`src/rtl/alu_arbiter.sv`:
```
// Shares one external combinational ALU between two requesters: round-robin grant,
// one operation in flight, result held on a per-requester valid/ready response channel.
module alu_arbiter #(
   parameter int WIDTH    = 8,
   parameter int OP_WIDTH = 3
) (
   input  logic                clk,
   input  logic                rst_n,

   input  logic                req0_valid,
   output logic                req0_ready,
   input  logic [OP_WIDTH-1:0] req0_op,
   input  logic [WIDTH-1:0]    req0_a,
   input  logic [WIDTH-1:0]    req0_b,

   input  logic                req1_valid,
   output logic                req1_ready,
   input  logic [OP_WIDTH-1:0] req1_op,
   input  logic [WIDTH-1:0]    req1_a,
   input  logic [WIDTH-1:0]    req1_b,

   output logic                rsp0_valid,
   input  logic                rsp0_ready,
   output logic [WIDTH:0]      rsp0_data,
   output logic                rsp0_zero,

   output logic                rsp1_valid,
   input  logic                rsp1_ready,
   output logic [WIDTH:0]      rsp1_data,
   output logic                rsp1_zero,

   output logic [OP_WIDTH-1:0] alu_op,
   output logic [WIDTH-1:0]    alu_op1,
   output logic [WIDTH-1:0]    alu_op2,
   input  logic [WIDTH:0]      alu_out,

   output logic                busy,
   output logic [1:0]          state_dbg
);

   // Handshakes: a transfer happens on a rising edge where valid && ready are both high.
   // The requester keeps its payload stable while valid is high and ready is low;
   // the arbiter keeps response data/valid stable while the response ready is low.
   typedef enum logic [1:0] {
      IDLE = 2'd0,
      EXEC = 2'd1,
      RESP = 2'd2
   } state_t;

   state_t              state;
   state_t              state_nxt;

   logic [OP_WIDTH-1:0] op_q;
   logic [WIDTH-1:0]    a_q;
   logic [WIDTH-1:0]    b_q;
   logic [WIDTH:0]      result_q;
   logic                zero_q;
   logic                owner_q;
   logic                last_grant_q;

   logic                grant_valid;
   logic                grant;
   logic                accept;
   logic                rsp_fire;

   // A tie goes to the requester not served last; a lone request always wins.
   always_comb begin
      grant_valid = 1'b0;
      grant       = 1'b0;
      if (req0_valid && req1_valid) begin
         grant_valid = 1'b1;
         grant       = ~last_grant_q;
      end else if (req0_valid) begin
         grant_valid = 1'b1;
         grant       = 1'b0;
      end else if (req1_valid) begin
         grant_valid = 1'b1;
         grant       = 1'b1;
      end
   end

   assign accept   = (state == IDLE) && grant_valid;
   assign rsp_fire = (state == RESP) && (owner_q ? rsp1_ready : rsp0_ready);

   always_ff @(posedge clk or negedge rst_n) begin
      if (!rst_n) begin
         state <= IDLE;
      end else begin
         state <= state_nxt;
      end
   end

   always_comb begin
      state_nxt = state;
      case (state)
         IDLE:    if (accept) state_nxt = EXEC;
         EXEC:    state_nxt = RESP;
         RESP:    if (rsp_fire) state_nxt = IDLE;
         default: state_nxt = IDLE;
      endcase
   end

   always_comb begin
      req0_ready = accept && !grant;
      req1_ready = accept && grant;
      rsp0_valid = (state == RESP) && !owner_q;
      rsp1_valid = (state == RESP) && owner_q;
      alu_op     = (state == EXEC) ? op_q : '0;
      busy       = (state != IDLE);
   end

   always_ff @(posedge clk or negedge rst_n) begin
      if (!rst_n) begin
         op_q         <= '0;
         a_q          <= '0;
         b_q          <= '0;
         result_q     <= '0;
         zero_q       <= 1'b0;
         owner_q      <= 1'b0;
         last_grant_q <= 1'b1;
      end else begin
         if (accept) begin
            op_q    <= grant ? req1_op : req0_op;
            a_q     <= grant ? req1_a  : req0_a;
            b_q     <= grant ? req1_b  : req0_b;
            owner_q <= grant;
         end
         if (state == EXEC) begin
            result_q <= alu_out;
            zero_q   <= (alu_out[WIDTH-1:0] == '0);
         end
         // The pointer moves only once the owner has taken its result.
         if (rsp_fire) begin
            last_grant_q <= owner_q;
         end
      end
   end

   assign alu_op1   = a_q;
   assign alu_op2   = b_q;
   assign rsp0_data = result_q;
   assign rsp1_data = result_q;
   assign rsp0_zero = zero_q;
   assign rsp1_zero = zero_q;
   assign state_dbg = state;

endmodule

```
`config.mk`:
```
export PLATFORM = sky130hd
export DESIGN_NAME = alu_arbiter
export DESIGN_NICKNAME = d
export VERILOG_FILES = /design/src/rtl/alu_arbiter.sv
export SDC_FILE = /design/constraint.sdc
export NUM_CORES = 1
export LEC_CHECK = 0
export CORE_ASPECT_RATIO = 1.25
export CORE_MARGIN = 10
export CORE_UTILIZATION = 34
export CTS_CLUSTER_DIAMETER = 40
export DETAILED_ROUTE_END_ITERATION = 10
export GPL_TIMING_DRIVEN = 1
export PLACE_DENSITY = 0.77
export SYNTH_ARGS = -nofsm -noshare
export SYNTH_HDL_FRONTEND = slang
export SYNTH_SLANG_ARGS = --single-unit
```
`constraint.sdc`:
```
create_clock -name clk -period 1.5 [get_ports clk]
set_input_delay 0.3 -clock clk [delete_from_list [all_inputs] [get_ports clk]]
set_output_delay 0.3 -clock clk [all_outputs]
set_load 0.1 [all_outputs]
```
==> out/qor.csv, run 1 <==
stage,metric,value,unit
floorplan,Die Span Y,98.7,um
clock_tree,Hold Buf Count CTS,0,
timing,unrepaired setup endpoints after global routing,true,
route,final WL,5160,um
yosys,fraction of the mapped netlist area in simple logic gates,4.68,%
min_path,worst min-delay path class,input pin to async pin,
yosys,post-synth cell types,21,
critical_path,Worst Path Buf+Inv,2,
floorplan,placement row count,28,
route,post-detailed-route DRC marker count,0,
yosys,leading area contributor after synthesis,sky130_fd_sc_hd__dfrtp_1,
finish,# diodes,0,
outcome,result of the run,"complete, but fails checks",
clock_tree,clock tree root driver cell,sky130_fd_sc_hd__clkbuf_8,
yosys,Post-Syn Instances,125,
critical_path,chain of cells forming the critical path,"buf_6, nand2b_4, nor2_4, buf_12",
placement,HPWL after DPL,4350,um
timing,worst-margin pin slew,0.307,ns
yosys,Post-Synth Adder-Cell Area,0,%
yosys,"flops & latches, synth",33,
global_routing,first-pass GRT wire length,8260,um
critical_path,highest-delay cell along the critical path,sky130_fd_sc_hd__dfrtp_4,
yosys,dominant combinational cell family by area after synthesis,multiplexers,
floorplan,starting utilization of the core area,35.4,%
yosys,"EDFF count, synth",0,
finish,"Net count, final",289,
global_routing,global-route usage over all layers,12.3,%
yosys,total nets after synthesis,178,
critical_path,delay contributed by the slowest stage of the critical path,0.50,ns
timing,Final Max Tran Viols,0,
global_routing,antenna violations before repair,0,
route,drt first-iter violations,37,
route,post-DR vias/cell,4.65,
finish,design area,3500,um2
timing,Clock Skews,0.00509,ns
critical_path,WP data required,1.20,ns
yosys,cell with the most instances after synthesis,sky130_fd_sc_hd__dfrtp_1,
yosys,post-synthesis instance area,1690,um2
yosys,share of flip-flops with an asynchronous set or reset after synthesis,100,%
clock_tree,CTS sink count,33,
route,Pre-antenna DRT Iters,4,
flow_run,Max-cap violations,0,
critical_path,"CP delay by family, top",flip-flops,
timing,f_max,0.590,GHz
global_routing,"Remaining Overflow, GRT",0,
timing,final hold viol count,0,
critical_path,reg2reg setup slack,-0.10,ns
placement,placer congestion estimate,0.704,
yosys,xor-xnor portion of the synthesized cell area,0,%
timing,total of endpoints with negative setup slack in the final report,33,
outcome,violated checks,negative setup slack,
placement,worst setup slack after placement,-0.458,ns
yosys,commonest register cell after synthesis,sky130_fd_sc_hd__dfrtp_1,
yosys,Syn Area/Cell,13.5,um2
finish,Register Area,847,um2
timing,min setup slack post-route,-0.195,ns
critical_path,type of destination of the critical path,output pin,
timing,post-layout min period,1.69,ns
yosys,fraction of post-synthesis cell area in the top cell type by area,47.5,%
floorplan,ports placed on the boundary,99,
global_routing,via count of the first global-routing pass,1572,
timing,Fin Setup TNS,-3.54,ns
critical_path,Crit Path Max Fanout,4,
clock_tree,CTS tree,yes,
finish,share of final-layout standard cells stronger than drive strength 1,60.8,%
critical_path,Worst Path Arrival,1.39,ns
floorplan,core footprint,4760,um2
clock_tree,Max Root-Sink Buffers,2,
placement,placed cells,281,
clock_tree,clock edge transition at the registers on the reported setup and hold paths,0.07,ns
yosys,share of the synthesized area in compound gates (AO/OA/AOI/OAI),3.27,%
route,DR vias,1382,
route,Wirelength per Cell,17.4,um
finish,final instance count without filler cells,297,
route,remaining antenna violation count after routing,0,
timing,crit share post-route,113,%
floorplan,overall die width,83.0,um
timing,max_slew headroom,79.4,%
clock_tree,maximum level of the CTS H-tree,2,
yosys,top cells by instance count after synthesis,"sky130_fd_sc_hd__dfrtp_1, sky130_fd_sc_hd__mux2_2, sky130_fd_sc_hd__mux2_4",
yosys,share of synthesized area spent on multiplexers,35.0,%
placement,post-place instance area,3290,um2
global_routing,pin count of the biggest net entering global routing,17,
finish,Filler Cell Count,316,
floorplan,area of the die,8190,um2
yosys,share of synthesized area occupied by flip-flops and latches,49.1,%
yosys,cell types with the largest area share after synthesis,"sky130_fd_sc_hd__dfrtp_1, sky130_fd_sc_hd__mux2_2, sky130_fd_sc_hd__mux2_4, sky130_fd_sc_hd__buf_4, sky130_fd_sc_hd__mux2i_1",
finish,area taken by multi-input logic gates,826,um2
critical_path,Startpoint Class,register,
clock_tree,number of CTS-inserted buffers,5,
yosys,number of synthesis warnings,0,
critical_path,kind of critical path,register to output pin,
placement,number of buffer cells added on primary ports,98,
clock_tree,clk_lat worst skew,0.28,ns
finish,Layout area overhead,108,%
## repair_timing
action	in CTS	in global routing
pin swaps	3	3
hold endpoints to repair	0	0
buffers inserted	7	2
resized for setup	8	11
endpoints found under the setup margin	26	37
## path summary, 6_finish.rpt
path	from	end	cells after the start
setup / recovery	state_dbg[1]	alu_op[2]	4
hold / removal	rst_n	alu_op2[1]	1
setup reg to reg	last_grant_q	alu_op1[5]	4
hold reg to reg	op_q[0]	op_q[0]	2
max in group asynchronous	rst_n	rsp0_data[7]	2
min in group clk	op_q[0]	op_q[0]	2
## through the flow
stage | util, % | hold WS (ns)
global placement | 69.0 | 0.534
global route | 73.5 | 0.285
finish | 73.5 | 0.275
detailed placement | 69.0 | 0.545
floorplan | - | 0.00441
CTS | 72.9 | 0.272
## cells in the final DEF (no fill, tap or decap), drive strengths merged
master         instances
a22o                   1
nor2b                  2
nor4                   2
o21ai                  3
dlymetal6s2s           1
nand2                  3
a21o                   2
mux2i                  6
nor3                   1
clkbuf                 8
inv                    5
nand2b                 2
nor2                   5
mux2                  42
and2                   1
a21bo                  1
dlygate4sd2            1
dfrtp                 32
dfstp                  1
buf                   68
clkdlybuf4s50         50
## routing by layer
metal,routed length (um),up-vias,part of all wire [%],GRT usage (%)
met1,2020,648,39,12.4
met4,24,0,0.47,2.36
met2,2440,85,47,20.5
met3,671,4,13,8.65
li1,-,645,-,-
met5,0,-,0,0
## state kept, by name, summed over array words and instances, names as in the netlist
name and count:
op_q 3, last_grant_q 1, state_dbg 2, alu_op1 8
rsp0_data 9, alu_op2 8, rsp0_zero 1, owner_q 1
## area by class of cell
type                       count  share of cell area [%]
sequential                    33                    24.2
inverter                       5                   0.607
timing repair buffer         120                    46.9
multi-input combinational     71                    23.6
tap                           60                    2.14
clock buffer                   8                    2.57
## logic make-up (layout without fill, tap and decap cells)
family                 count (synthesis)  in the layout
AOI/OAI and AO/OA                      7              7
DFF                                   33             33
muxes                                 48             48
and+or+nand+nor                       16             16
buffers and inverters                 21            133
Power of run 1 is left out: the tool's default activity adds up to more than one toggle a clock period on the data nets, which glitch-free logic cannot reach.
==> run 2, diff against run 1 <==
- CORE_UTILIZATION: 34 -> 41
- GPL_TIMING_DRIVEN: 1 -> unset
- PLACE_DENSITY: 0.77 -> 0.87
- TNS_END_PERCENT: unset -> 30
- clock period: 1.5 -> 2.1 ns (I/O delays scaled with it)
==> out/qor.csv, run 2 (synthesis results as in run 1) <==
stage,metric,value,unit,change
finish,Register Area,835,um2,-1.5%
finish,"most common cell after layout, fill and taps aside",sky130_fd_sc_hd__clkdlybuf4s50_1,,
route,drt first-iter violations,30,,-19%
placement,number of buffer cells added on primary ports,98,,unchanged
critical_path,type of destination of the critical path,output pin,,
critical_path,WP data required,1.68,ns,+0.48 ns
critical_path,critical path launch point,req1_valid,,
finish,Layout area overhead,66.1,%,
global_routing,first-pass GRT wire length,7530,um,-8.8%
timing,post-layout min period,1.99,ns,
route,post-detailed-route DRC marker count,0,,unchanged
min_path,worst min-delay path class,register to register,,
route,remaining antenna violation count after routing,0,,unchanged
clock_tree,Hold Buf Count CTS,0,,unchanged
timing,Clock Skews,0.00473,ns,-0.000352 ns
finish,"Net count, final",272,,-5.9%
placement,placer congestion estimate,0.719,,+2.2%
finish,most frequent cells in the layout,"sky130_fd_sc_hd__clkdlybuf4s50_1, sky130_fd_sc_hd__buf_4, sky130_fd_sc_hd__dfrtp_1",,
route,Wirelength per Cell,16.4,um,-5.7%
critical_path,Crit Path Max Fanout,4,,unchanged
timing,final hold viol count,0,,unchanged
placement,HPWL after DPL,3770,um,-13%
clock_tree,clock edge transition at the registers on the reported setup and hold paths,0.07,ns,about the same
timing,Fin Setup TNS,0,ns,+3.54 ns
global_routing,"Remaining Overflow, GRT",0,,unchanged
clock_tree,number of CTS-inserted buffers,5,,unchanged
floorplan,placement row count,26,,-7.1%
global_routing,via count of the first global-routing pass,1528,,-2.8%
floorplan,ports placed on the boundary,99,,unchanged
finish,# diodes,0,,unchanged
timing,worst hold slack across all endpoints,0.510,ns,+0.235 ns
critical_path,reg-to-reg endpoint,alu_op2[0],,
timing,max_slew headroom,72.6,%,-6.8 points
critical_path,Startpoint Class,input pin,,
clock_tree,count of buffers added by post-CTS timing repair for setup,0,,-7
critical_path,kind of critical path,input pin to output pin,,
finish,Filler Cell Count,317,,+0.32%
floorplan,area of the die,7090,um2,-13%
clock_tree,CTS tree,yes,,
finish,share of final-layout standard cells stronger than drive strength 1,50.9,%,-9.9 points
route,WL met3,620,um,-7.6%
critical_path,worst reg-to-reg path cell count,4,,unchanged
critical_path,worst r2r src,last_grant_q,,
finish,area taken by multi-input logic gates,777,um2,-5.9%
floorplan,Die Span Y,91.7,um,-7.1%
flow_run,Max-cap violations,0,,unchanged
clock_tree,clock tree root driver cell,sky130_fd_sc_hd__clkbuf_8,,
timing,unrepaired setup endpoints after global routing,false,,
clock_tree,Max Root-Sink Buffers,2,,unchanged
floorplan,core footprint,4030,um2,-15%
global_routing,global-route usage over all layers,13.3,%,+0.94 points
floorplan,starting utilization of the core area,41.8,%,+6.4 points
route,final WL,4520,um,-12%
timing,Final Max Tran Viols,0,,unchanged
timing,crit share post-route,94.8,%,
route,wl on met1,1850,um,-8.3%
critical_path,Worst Path Arrival,1.57,ns,+0.18 ns
critical_path,capture point of the critical path,req1_ready,,
floorplan,overall die width,77.3,um,-6.8%
route,DR vias,1314,,-4.9%
clock_tree,CTS sink count,33,,unchanged
critical_path,reg2reg setup slack,0.49,ns,+0.59 ns
global_routing,antenna violations before repair,0,,unchanged
finish,Largest register FFs,9,,unchanged
route,top routing layer in use,met4,,
route,met2 layer wire length in the routed design,2000,um,-18%
timing,total of endpoints with negative setup slack in the final report,0,,-100%
global_routing,pin count of the biggest net entering global routing,34,,+17
timing,worst-margin pin slew,0.411,ns,+0.103 ns
timing,f_max,0.502,GHz,
clock_tree,maximum level of the CTS H-tree,2,,unchanged
clock_tree,count of instances resized after the clock tree is built,0,,-8
outcome,result of the run,"finished, final reports clean",,
clock_tree,clk_lat worst skew,0.28,ns,about the same
route,Pre-antenna DRT Iters,4,,unchanged
route,post-DR vias/cell,4.76,,+2.3%
run 2: worst max-delay path, stage by stage:
cell and delay, ns:
sky130_fd_sc_hd__clkdlybuf4s50_1 0.50, sky130_fd_sc_hd__a21bo_4 0.27, sky130_fd_sc_hd__nor3_4 0.17, sky130_fd_sc_hd__buf_12 0.21
run 2: cell type report:
class | instances | share of cell area (%)
timing repair buffer | 103 | 36.3
multi-input combinational | 71 | 27.8
sequential | 33 | 29.8
clock inverter | 2 | 0.358
clock buffer | 6 | 2.59
tap | 56 | 2.50
inverter | 5 | 0.671
run 2: per-stage QoR:
step / area (um2) / instances / utilization (%) / setup slack, ns
floorplan: 1750 / 125 / - / 0.00262
global placement: 2720 / 268 / 67.3 / 0.0812
detailed placement: 2720 / 268 / 67.3 / 0.0554
CTS: 2800 / 276 / 69.4 / 0.0994
global route: 2800 / 276 / 69.4 / 0.0619
finish: 2800 / 276 / 69.4 / 0.109
run 2: layer usage:
metal,vias to the layer above,track usage (%)
li1,606,-
met1,615,14.6
met2,89,20.5
met3,4,8.20
met4,0,4.57
met5,-,0
run 2: how the worst min path moves through the flow:
stage | to | slack [ns] | depth (start not counted) | from
after floorplan | alu_op1[0] | 0.12 | 0 | rst_n
after global placement | alu_op1[2] | 0.49 | 1 | alu_op1[2]
after detailed placement | alu_op2[0] | 0.50 | 1 | alu_op2[0]
after CTS | alu_op2[0] | 0.51 | 1 | alu_op2[0]
after global routing | alu_op2[7] | 0.53 | 1 | alu_op2[7]
final | alu_op1[6] | 0.51 | 1 | alu_op1[6]
Power of run 2 is left out for the same reason.
==> run 3, diff against run 2 <==
- CORE_ASPECT_RATIO: 1.25 -> unset
==> out/qor.csv, run 3 (synthesis results as in run 1) <==
stage,metric,value,unit,change
timing,Fin Setup TNS,0,ns,unchanged
critical_path,worst r2r src,last_grant_q,,
critical_path,kind of critical path,input pin to output pin,,
floorplan,overall die width,84.1,um,+8.8%
clock_tree,clk_lat worst skew,0.28,ns,about the same
critical_path,Worst Path Arrival,1.62,ns,+0.05 ns
finish,share of final-layout standard cells stronger than drive strength 1,50.7,%,-0.23 points
placement,number of buffer cells added on primary ports,98,,unchanged
min_path,hold-critical path depth,1,,unchanged
placement,worst setup slack after placement,0.0193,ns,-0.0361 ns
critical_path,worst reg-to-reg path cell count,4,,unchanged
clock_tree,clock edge transition at the registers on the reported setup and hold paths,0.06,ns,about the same
timing,crit share post-route,97.1,%,+2.3 points
floorplan,ports placed on the boundary,99,,unchanged
timing,final hold viol count,0,,unchanged
global_routing,"Remaining Overflow, GRT",0,,unchanged
floorplan,placement row count,23,,-12%
global_routing,antenna violations before repair,0,,unchanged
timing,Final Max Tran Viols,0,,unchanged
global_routing,pin count of the biggest net entering global routing,34,,unchanged
timing,f_max,0.490,GHz,-2.4%
placement,placed cells,263,,-1.9%
timing,max_slew headroom,71.9,%,-0.73 points
global_routing,first-pass GRT wire length,7850,um,+4.2%
placement,HPWL after DPL,4010,um,+6.3%
route,post-DR vias/cell,4.85,,+1.9%
finish,Filler Cell Count,305,,-3.8%
finish,# diodes,0,,unchanged
critical_path,WP data required,1.68,ns,about the same
clock_tree,count of instances resized after the clock tree is built,0,,unchanged
floorplan,starting utilization of the core area,42.1,%,+0.35 points
min_path,worst-case hold path end point,alu_op1[6],,
floorplan,area of the die,7080,um2,-0.22%
min_path,worst min-delay path startpoint,alu_op1[6],,
clock_tree,Max Root-Sink Buffers,2,,unchanged
finish,final instance count without filler cells,271,,-1.8%
min_path,worst min-delay path class,register to register,,
clock_tree,Hold Buf Count CTS,0,,unchanged
timing,worst-margin pin slew,0.422,ns,+0.0110 ns
route,Wirelength per Cell,17.8,um,+8.8%
timing,post-layout min period,2.04,ns,+0.0484 ns
finish,design area,2790,um2,-0.49%
outcome,result of the run,"finished, final reports clean",,
clock_tree,CTS tree,yes,,
finish,"Net count, final",273,,+0.37%
clock_tree,number of CTS-inserted buffers,5,,unchanged
route,drt first-iter violations,24,,-20%
finish,Layout area overhead,65.3,%,
clock_tree,count of buffers added by post-CTS timing repair for setup,0,,unchanged
route,DR vias,1315,,+0.076%
route,remaining antenna violation count after routing,0,,unchanged
timing,unrepaired setup endpoints after global routing,false,,
critical_path,Crit Path Max Fanout,6,,+2
critical_path,type of destination of the critical path,output pin,,
finish,Largest register FFs,9,,unchanged
route,final WL,4830,um,+6.8%
timing,min setup slack post-route,0.0606,ns,-0.0484 ns
clock_tree,maximum level of the CTS H-tree,2,,unchanged
timing,Clock Skews,0.00902,ns,+0.00429 ns
route,post-detailed-route DRC marker count,0,,unchanged
clock_tree,clock tree root driver cell,sky130_fd_sc_hd__clkbuf_8,,
floorplan,Die Span Y,84.1,um,-8.3%
global_routing,global-route usage over all layers,13.6,%,+0.34 points
flow_run,Max-cap violations,0,,unchanged
critical_path,Startpoint Class,input pin,,
placement,placer congestion estimate,0.712,,-0.92%
global_routing,via count of the first global-routing pass,1500,,-1.8%
placement,post-place instance area,2700,um2,-0.46%
route,Pre-antenna DRT Iters,3,,-1
critical_path,reg2reg setup slack,0.48,ns,about the same
clock_tree,CTS sink count,33,,unchanged
finish,most frequent cells in the layout,"sky130_fd_sc_hd__clkdlybuf4s50_1, sky130_fd_sc_hd__buf_4, sky130_fd_sc_hd__dfrtp_1",,
timing,total of endpoints with negative setup slack in the final report,0,,unchanged
floorplan,core footprint,4000,um2,-0.84%
critical_path,reg-to-reg endpoint,alu_op1[5],,
finish,"most common cell after layout, fill and taps aside",sky130_fd_sc_hd__clkdlybuf4s50_1,,
[run 3: changes by cell type in the layout (fill, tap and decap cells not counted), sizes merged]
cell,previous run,this run
clkbuf,6,7
buf,51,52
clkinv,2,1
[run 3: area by class of cell]
cell class / count / area (um2) / area share (%)
clock buffer: 7 / 76.3 / 2.74
timing repair buffer: 104 / 1010 / 36.3
sequential: 33 / 835 / 30.0
multi-input combinational: 71 / 777 / 27.9
inverter: 5 / 18.8 / 0.674
clock inverter: 1 / 5.00 / 0.180
tap: 50 / 62.6 / 2.25
[run 3: per-stage QoR]
| stage | hold WS (ns) | utilization, % |
|---|---|---|
| 2_1_floorplan | 0.124 | - |
| 3_3_place_gp | 0.490 | 67.6 |
| 3_5_place_dp | 0.495 | 67.6 |
| 4_1_cts | 0.509 | 69.6 |
| 5_1_grt | 0.527 | 69.6 |
| 6_report | 0.508 | 69.6 |
[run 3: layer usage]
layer / global-route usage [%] / up-vias / part of all wire [%] / wire (um)
met3: 7.91 / 9 / 12 / 558
li1: - / 610 / - / -
met4: 4.72 / 0 / 2.3 / 112
met2: 23.1 / 64 / 51 / 2440
met5: 0 / - / 0 / 0
met1: 13.5 / 632 / 36 / 1720
[run 3: how the worst max path moves through the flow]
stage / slack (ns) / start / end / depth (start not counted)
finish: 0.06 / req1_valid / req1_ready / 4
global route: 0.05 / req1_valid / req1_ready / 4
CTS: 0.07 / req1_valid / req1_ready / 4
detailed placement: 0.02 / req1_valid / alu_op1[4] / 5
global placement: 0.07 / req1_valid / alu_op1[5] / 5
floorplan: 0.003 / state_dbg[1] / alu_op[0] / 4
[run 3: worst max-delay path: stages]
cell                              delay [ns]
sky130_fd_sc_hd__clkdlybuf4s50_1        0.52
sky130_fd_sc_hd__a21bo_4                0.29
sky130_fd_sc_hd__nor3_4                 0.18
sky130_fd_sc_hd__buf_12                 0.20
Power of run 3 is left out for the same reason.
